`src/rtl/dest_scheduler_if.sv`:
```
// ---------------------------------------------------------------------------
// dest_scheduler_if
// Bundles the data-path signals that run between the source FIFO, the
// destination scheduler and the two-way destination demux.
//
// Signals:
//   fifo_empty   source FIFO empty flag
//   fifo_data    source FIFO head word (show-ahead, valid when !fifo_empty)
//   fifo_pop     pop strobe back to the source FIFO
//   data_out     registered word presented to the demux
//   valid_out0   registered one-hot valid for destination 0
//   valid_out1   registered one-hot valid for destination 1
//   credit_ret0  one-credit return pulse from downstream FIFO 0
//   credit_ret1  one-credit return pulse from downstream FIFO 1
//
// Modports:
//   master  the scheduler side (consumes FIFO/credit status, drives pop/data)
//   slave   the environment side (FIFO, demux and downstream credit source)
// ---------------------------------------------------------------------------
interface dest_scheduler_if #(
  parameter int BITNUMBER = 6
);
  logic                 fifo_empty;
  logic [BITNUMBER-1:0] fifo_data;
  logic                 fifo_pop;
  logic [BITNUMBER-1:0] data_out;
  logic                 valid_out0;
  logic                 valid_out1;
  logic                 credit_ret0;
  logic                 credit_ret1;

  modport master (
    input  fifo_empty,
    input  fifo_data,
    input  credit_ret0,
    input  credit_ret1,
    output fifo_pop,
    output data_out,
    output valid_out0,
    output valid_out1
  );

  modport slave (
    output fifo_empty,
    output fifo_data,
    output credit_ret0,
    output credit_ret1,
    input  fifo_pop,
    input  data_out,
    input  valid_out0,
    input  valid_out1
  );
endinterface

```
`src/rtl/dest_scheduler.sv`:
```
// ---------------------------------------------------------------------------
// dest_scheduler
// Credit-based flow controller between a show-ahead source FIFO and a two-way
// destination demux. The MSB of the head word selects the destination; a word
// is popped only while the scheduler is ACTIVE and that destination still has
// credit. Credits mirror free space in each downstream FIFO and are returned
// one at a time by credit_ret0/1. The scheduler never reorders: a head word
// without credit stalls the whole queue.
//
// Optional feature macro: DEST_SCHED_STATS_EN
//   defined   -> stall_count counts ACTIVE cycles lost to a credit stall
//                (saturating, cleared in INIT)
//   undefined -> stall_count is tied to zero, no counter is built
//
// Ports:
//   clk           system clock, rising edge
//   reset         asynchronous active-low reset
//   init          configuration request; limits/credits load while high in INIT
//   credit_init0  credit limit for destination 0
//   credit_init1  credit limit for destination 1
//   bus           dest_scheduler_if.master (FIFO, demux and credit-return signals)
//   state         FSM state: RESET=0 INIT=1 IDLE=2 ACTIVE=3 ERROR=4
//   idle_out      high while in IDLE
//   error_out     high while in ERROR (sticky until reset)
//   stall_count   head-of-line credit-stall counter
// ---------------------------------------------------------------------------
module dest_scheduler #(
  parameter int BITNUMBER = 6,
  parameter int CW        = 3
) (
  input  logic                 clk,
  input  logic                 reset,
  input  logic                 init,
  input  logic [CW-1:0]        credit_init0,
  input  logic [CW-1:0]        credit_init1,
  dest_scheduler_if.master     bus,
  output logic [2:0]           state,
  output logic                 idle_out,
  output logic                 error_out,
  output logic [15:0]          stall_count
);

  typedef enum logic [2:0] {
    ST_RESET  = 3'd0,
    ST_INIT   = 3'd1,
    ST_IDLE   = 3'd2,
    ST_ACTIVE = 3'd3,
    ST_ERROR  = 3'd4
  } state_t;

  localparam logic [CW-1:0] CREDIT_ONE = {{(CW-1){1'b0}}, 1'b1};

  state_t          state_q;
  state_t          state_d;
  logic [CW-1:0]   credit0;
  logic [CW-1:0]   credit1;
  logic [CW-1:0]   limit0;
  logic [CW-1:0]   limit1;
  logic            dest_sel;
  logic            head_has_credit;
  logic            pop;
  logic            pop0;
  logic            pop1;
  logic            ret_window;
  logic            ret0;
  logic            ret1;
  logic            overflow;
  logic            pop_when_empty;
  logic            err;

  // Net credit change for one destination: a pop and a return in the same
  // cycle cancel out.
  function automatic logic [CW-1:0] next_credit(input logic [CW-1:0] cur,
                                                input logic          popped,
                                                input logic          returned);
    logic [CW-1:0] res;
    res = cur;
    if (popped && !returned)
      res = cur - CREDIT_ONE;
    else if (returned && !popped)
      res = cur + CREDIT_ONE;
    return res;
  endfunction

  assign dest_sel        = bus.fifo_data[BITNUMBER-1];
  assign head_has_credit = dest_sel ? (credit1 != '0) : (credit0 != '0);

  // The pop is combinational so a word can leave the FIFO every cycle.
  assign pop  = (state_q == ST_ACTIVE) && !bus.fifo_empty && head_has_credit;
  assign pop0 = pop && !dest_sel;
  assign pop1 = pop &&  dest_sel;

  // Returns only count while the credit accounting is live; in INIT the
  // counters are being reloaded and stray returns are dropped.
  assign ret_window = (state_q == ST_IDLE) || (state_q == ST_ACTIVE);
  assign ret0       = ret_window && bus.credit_ret0;
  assign ret1       = ret_window && bus.credit_ret1;

  // A return that would push a counter above its limit means the downstream
  // side and the scheduler disagree about occupancy.
  assign overflow       = (ret0 && !pop0 && (credit0 == limit0)) ||
                          (ret1 && !pop1 && (credit1 == limit1));
  assign pop_when_empty = pop && bus.fifo_empty;
  assign err            = overflow || pop_when_empty;

  assign bus.fifo_pop = pop;
  assign state        = state_q;

  // Next-state selection; errors win over a configuration request, which in
  // turn wins over the empty/non-empty transitions. Unused encodings fall
  // into ERROR.
  always_comb begin
    state_d = state_q;
    unique case (state_q)
      ST_RESET:  state_d = ST_INIT;
      ST_INIT:   if (!init) state_d = ST_IDLE;
      ST_IDLE: begin
        if (err)                  state_d = ST_ERROR;
        else if (init)            state_d = ST_INIT;
        else if (!bus.fifo_empty) state_d = ST_ACTIVE;
      end
      ST_ACTIVE: begin
        if (err)                 state_d = ST_ERROR;
        else if (init)           state_d = ST_INIT;
        else if (bus.fifo_empty) state_d = ST_IDLE;
      end
      ST_ERROR:  state_d = ST_ERROR;
      default:   state_d = ST_ERROR;
    endcase
  end

  // State register, registered status flags, demux outputs and credit
  // bookkeeping. Credits freeze once an error is detected so the counters
  // keep the values that led to the fault.
  always_ff @(posedge clk or negedge reset) begin
    if (!reset) begin
      state_q        <= ST_RESET;
      idle_out       <= 1'b0;
      error_out      <= 1'b0;
      bus.data_out   <= '0;
      bus.valid_out0 <= 1'b0;
      bus.valid_out1 <= 1'b0;
      credit0        <= '0;
      credit1        <= '0;
      limit0         <= '0;
      limit1         <= '0;
    end else begin
      state_q        <= state_d;
      idle_out       <= (state_d == ST_IDLE);
      error_out      <= (state_d == ST_ERROR);
      bus.data_out   <= pop ? bus.fifo_data : '0;
      bus.valid_out0 <= pop0;
      bus.valid_out1 <= pop1;
      if ((state_q == ST_INIT) && init) begin
        limit0  <= credit_init0;
        limit1  <= credit_init1;
        credit0 <= credit_init0;
        credit1 <= credit_init1;
      end else if (ret_window && !err) begin
        credit0 <= next_credit(credit0, pop0, ret0);
        credit1 <= next_credit(credit1, pop1, ret1);
      end
    end
  end

`ifdef DEST_SCHED_STATS_EN
  logic [15:0] stall_q;
  logic        stall_now;

  assign stall_now   = (state_q == ST_ACTIVE) && !bus.fifo_empty && !head_has_credit;
  assign stall_count = stall_q;

  // Saturating stall counter; restarts whenever the scheduler is reconfigured.
  always_ff @(posedge clk or negedge reset) begin
    if (!reset)
      stall_q <= 16'd0;
    else if (state_q == ST_INIT)
      stall_q <= 16'd0;
    else if (stall_now && (stall_q != 16'hFFFF))
      stall_q <= stall_q + 16'd1;
  end
`else
  assign stall_count = 16'd0;
`endif

endmodule

```
`src/flat_wrapper.sv`:
```
// flat-port wrapper written by rule: the top's interface ports become plain ports
module dest_scheduler_flat 
#(
  parameter int BITNUMBER = 6,
  parameter int CW        = 3
)
  (clk, reset, init, credit_init0, credit_init1, state, idle_out, error_out, stall_count, bus_fifo_empty, bus_fifo_data, bus_credit_ret0, bus_credit_ret1, bus_fifo_pop, bus_data_out, bus_valid_out0, bus_valid_out1);
  dest_scheduler_if #(.BITNUMBER(BITNUMBER)) bus_i ();
  input  logic clk;
  input  logic reset;
  input  logic init;
  input  logic [CW-1:0] credit_init0;
  input  logic [CW-1:0] credit_init1;
  output logic [2:0] state;
  output logic idle_out;
  output logic error_out;
  output logic [15:0] stall_count;
  input wire logic [$bits(bus_i.fifo_empty)-1:0] bus_fifo_empty;
  input wire logic [$bits(bus_i.fifo_data)-1:0] bus_fifo_data;
  input wire logic [$bits(bus_i.credit_ret0)-1:0] bus_credit_ret0;
  input wire logic [$bits(bus_i.credit_ret1)-1:0] bus_credit_ret1;
  output wire logic [$bits(bus_i.fifo_pop)-1:0] bus_fifo_pop;
  output wire logic [$bits(bus_i.data_out)-1:0] bus_data_out;
  output wire logic [$bits(bus_i.valid_out0)-1:0] bus_valid_out0;
  output wire logic [$bits(bus_i.valid_out1)-1:0] bus_valid_out1;
  assign bus_i.fifo_empty = bus_fifo_empty;
  assign bus_i.fifo_data = bus_fifo_data;
  assign bus_i.credit_ret0 = bus_credit_ret0;
  assign bus_i.credit_ret1 = bus_credit_ret1;
  assign bus_fifo_pop = bus_i.fifo_pop;
  assign bus_data_out = bus_i.data_out;
  assign bus_valid_out0 = bus_i.valid_out0;
  assign bus_valid_out1 = bus_i.valid_out1;
  dest_scheduler #(.BITNUMBER(BITNUMBER), .CW(CW)) u_core (.clk(clk), .reset(reset), .init(init), .credit_init0(credit_init0), .credit_init1(credit_init1), .bus(bus_i), .state(state), .idle_out(idle_out), .error_out(error_out), .stall_count(stall_count));
endmodule
```
`config.mk`:
```
export PLATFORM = sky130hd
export DESIGN_NAME = dest_scheduler_flat
export DESIGN_NICKNAME = d
export VERILOG_FILES = /design/src/rtl/dest_scheduler_if.sv /design/src/rtl/dest_scheduler.sv /design/src/flat_wrapper.sv
export SDC_FILE = /design/constraint.sdc
export NUM_CORES = 1
export LEC_CHECK = 0
export CAP_MARGIN = 0
export CORE_UTILIZATION = 45
export DETAILED_ROUTE_END_ITERATION = 8
export PLACE_DENSITY_LB_ADDON = 0.15
export SYNTH_ARGS = -nofsm -noshare
export SYNTH_HDL_FRONTEND = slang
export SYNTH_SLANG_ARGS = --single-unit
```
`constraint.sdc`:
```
create_clock -name clk -period 3.4 [get_ports clk]
set_clock_uncertainty 0.1 [all_clocks]
set_input_delay 1.02 -clock clk [delete_from_list [all_inputs] [get_ports clk]]
set_output_delay 1.02 -clock clk [all_outputs]
set_load 0.01 [all_outputs]
```
==> summary.txt <==
Outcome
  – Status: complete, but fails checks
  – Violations in the final reports: design-rule violations

Logic synthesis
  – Synth Flop Type: dfrtp_1
  – Mapped Area: 1380 sq um
  – Synthesis-stage register bit count: 24
  – Syn avg cell area: 9.65 sq um
  – Synth Warn #: 0
  – Largest family of logic cells by synthesized area: simple AND/OR/NAND/NOR gates
  – Cells after Synth: 143
  – Post-synth EDFFs: 0
  – Register area share after synthesis: 43.5%
  – Count of cell types in the netlist: 36
  – Ys async rst share: 100%
  – Synth Area in Compound Gates: 12.6%
  – Post-synthesis xor/xnor area fraction: 5.71%
  – Simple-gate portion of the synthesized area: 21.3%
  – Mux cell area share after synthesis: 2.54%
  – Adder-cell share of the synthesized area: 2.90%

STA
  – Final setup fails: 0
  – Clock period minus worst slack: 3.26 ns
  – Ratio of final minimum period to clock period: 95.8%
  – RSZ-0062 raised after global routing: no
  – Final count of pins violating max slew: 0
  – Fmax: 307 MHz
  – Fin. Hold Viols: 0
  – Total negative slack: 0 ns

Final layout
  – Nets@finish: 205
  – Syn-to-layout area delta: 29.1%
  – Antenna cells: 0
  – Share of layout cells above drive strength 1: 15.8%
  – Most common cell after layout, fill and taps aside: clkdlybuf4s50_1
  – Final Cell Area: 1780 sq um
  – Most frequent cells in the layout: clkdlybuf4s50_1, dfrtp_1, nand2_1
  – Filler cells: 246

Detailed routing
  – Iteration-0 DRC Markers: 69
  – # DRC: 6
  – Post-Route WL: 2850 um
  – 1st-pass router iterations: 6
  – Drt wl/cell: 13.3 um
  – Vias: 1127
  – Antenna-violating nets left: 0
  – Vias per std cell: 5.24

Die
  – Die height: 57.4 um
  – Chip Width: 57.4 um
  – Die Area: 3290 sq um
  – I/O pins: 48
  – Core ar.: 2830 sq um
  – Cell Rows: 19
  – Initial Utilization: 48.8%

Power and ir drop
  – Max VDD drop: 310 uV
  – Leakage power: 0.000813 uW
  – PnR Total Power: 1230 uW
  – PwrDens: 690 nW/um^2

Placed design
  – Routability cong.: 0.877
  – Post-DP HPWL: 2070 um
  – I/O Buffers: 31
  – Post-Place Cell Area: 1720 sq um

Clock network
  – CTS HTree Levels: 1
  – Post-CTS setup buffer count: 0
  – Clock transition at the registers of the reported paths: 0.14 ns
  – Worst skew pair latency: 0.31 ns
  – Clk sink count: 24
  – Num CTS Buffers: 3
  – CTS tree: built
  – Clock tree root driver cell: clkbuf_4
  – Hold buffers post-CTS: 0
  – Worst-case clock buffer depth: 2

GRT
  – Grt total ovfl: 0
  – Global Route Usage Sum: 17.9%
  – Initial antenna violation count: 0
  – First-pass GRT wire length: 4590 um
  – Largest net degree at the start of global routing: 25
  – Vias in the first global route: 1037

Setup path
  – Critical path fanouts, max: 4
  – Crit. Startpoint: bus_fifo_empty
  – Capturing element type of the critical path: flip-flop
  – R2R Path Start: u_core.state[2]
  – Critical path type: in -> reg
  – Type of origin of the critical path: input port
  – Arr. time, crit path: 3.42 ns
  – Worst EP required: 3.56 ns

Job
  – Max Cap Violations: 0

Worst hold path
  – Worst min path class: reg -> reg
  – Worst Hold Launch: u_core.limit1[1]
-- layer usage --
| layer | global-route usage [%] | share of wire [%] |
|---|---|---|
| met5 | 0 | 0 |
| met4 | 5.92 | 1.0 |
| met3 | 2.72 | 5.3 |
| met2 | 30.7 | 49 |
| met1 | 23.1 | 45 |
-- metrics by stage --
step                std cells  setup WS [ns]  hold WS (ns)  util (%)
floorplan                 158         0.0703         0.365         -
global placement          211         -0.447         0.380      60.9
detailed placement        211         -0.479         0.384      60.9
CTS                       215          0.160         0.415      63.0
global route              215         0.0589         0.440      63.0
finish                    215          0.144         0.412      63.0
-- final timing paths --
check	to	slack, ns	cells after the start
max	u_core.credit1[2]	0.14	10
min	u_core.limit1[1]	0.41	2
max reg2reg	u_core.credit1[2]	0.54	9
min reg2reg	u_core.limit1[1]	0.41	2
max in group asynchronous	u_core.limit0[0]	2.03	2
min in group asynchronous	u_core.credit0[2]	0.94	2
-- cells in the mapped netlist (all sizes together) (4+ instances only) --
master / instances / area share, %
inv: 6 / 1.6
dfrtp: 24 / 44
o21ai: 4 / 1.5
nand2: 23 / 6.3
buf: 17 / 9.2
xnor2: 6 / 3.8
nand3: 4 / 1.5
nor3: 5 / 2.5
nor2: 4 / 1.1
a21oi: 4 / 1.5
and2: 5 / 2.3
-- kinds of logic (layout without fill, tap and decap cells) --
logic type / after synthesis / count (layout)
adders and majority gates: 2 / 2
muxes: 3 / 3
DFF: 24 / 24
other: 1 / 16
xor gates and xnor gates: 9 / 9
and+or+nand+nor: 55 / 55
buffers and inverters: 24 / 50
AOI/OAI and AO/OA: 25 / 25
-- critical path, stage by stage --
cell	delay [ns]
dlygate4sd2_1	0.26
nand2b_4	0.16
or3_4	0.39
or2_2	0.29
fa_2	0.35
xnor2_1	0.14
or4_1	0.42
a21oi_2	0.17
nand3_1	0.10
nand4_1	0.11
-- flip-flops by register name (all words and copies together), names as in the netlist --
register / flops
u_core.limit1: 3
u_core.bus.data_out: 6
u_core.state: 3
u_core.credit0: 3
u_core.credit1: 3
u_core.idle_out: 1
u_core.error_out: 1
u_core.limit0: 3
u_core.bus.valid_out0: 1
-- report_power, final --
part / switching, uW / internal, uW / leakage [uW]
Sequential: 98.6 / 380 / 0.000308
Combinational: 277 / 266 / 0.000477
Clock: 87.6 / 119 / 0.0000279
-- layout make-up --
class	instances	area, sq um	share of cell area, %
well taps	31	38.8	2.18
repair buffers	40	370	20.8
clock buffers	3	22.5	1.26
inverters	6	22.5	1.26
multi-input cells	110	697	39.1
flip-flops and latches	24	601	33.7
clock inverters	1	30.0	1.69
-- timing repair --
| item | 4_1_cts | 5_1_grt |
|---|---|---|
| endpoints found under the setup margin | 2 | 0 |
| resized for setup | 10 | 0 |
| hold endpoints to repair | 0 | 0 |
Power figures use the tool's default switching activity.
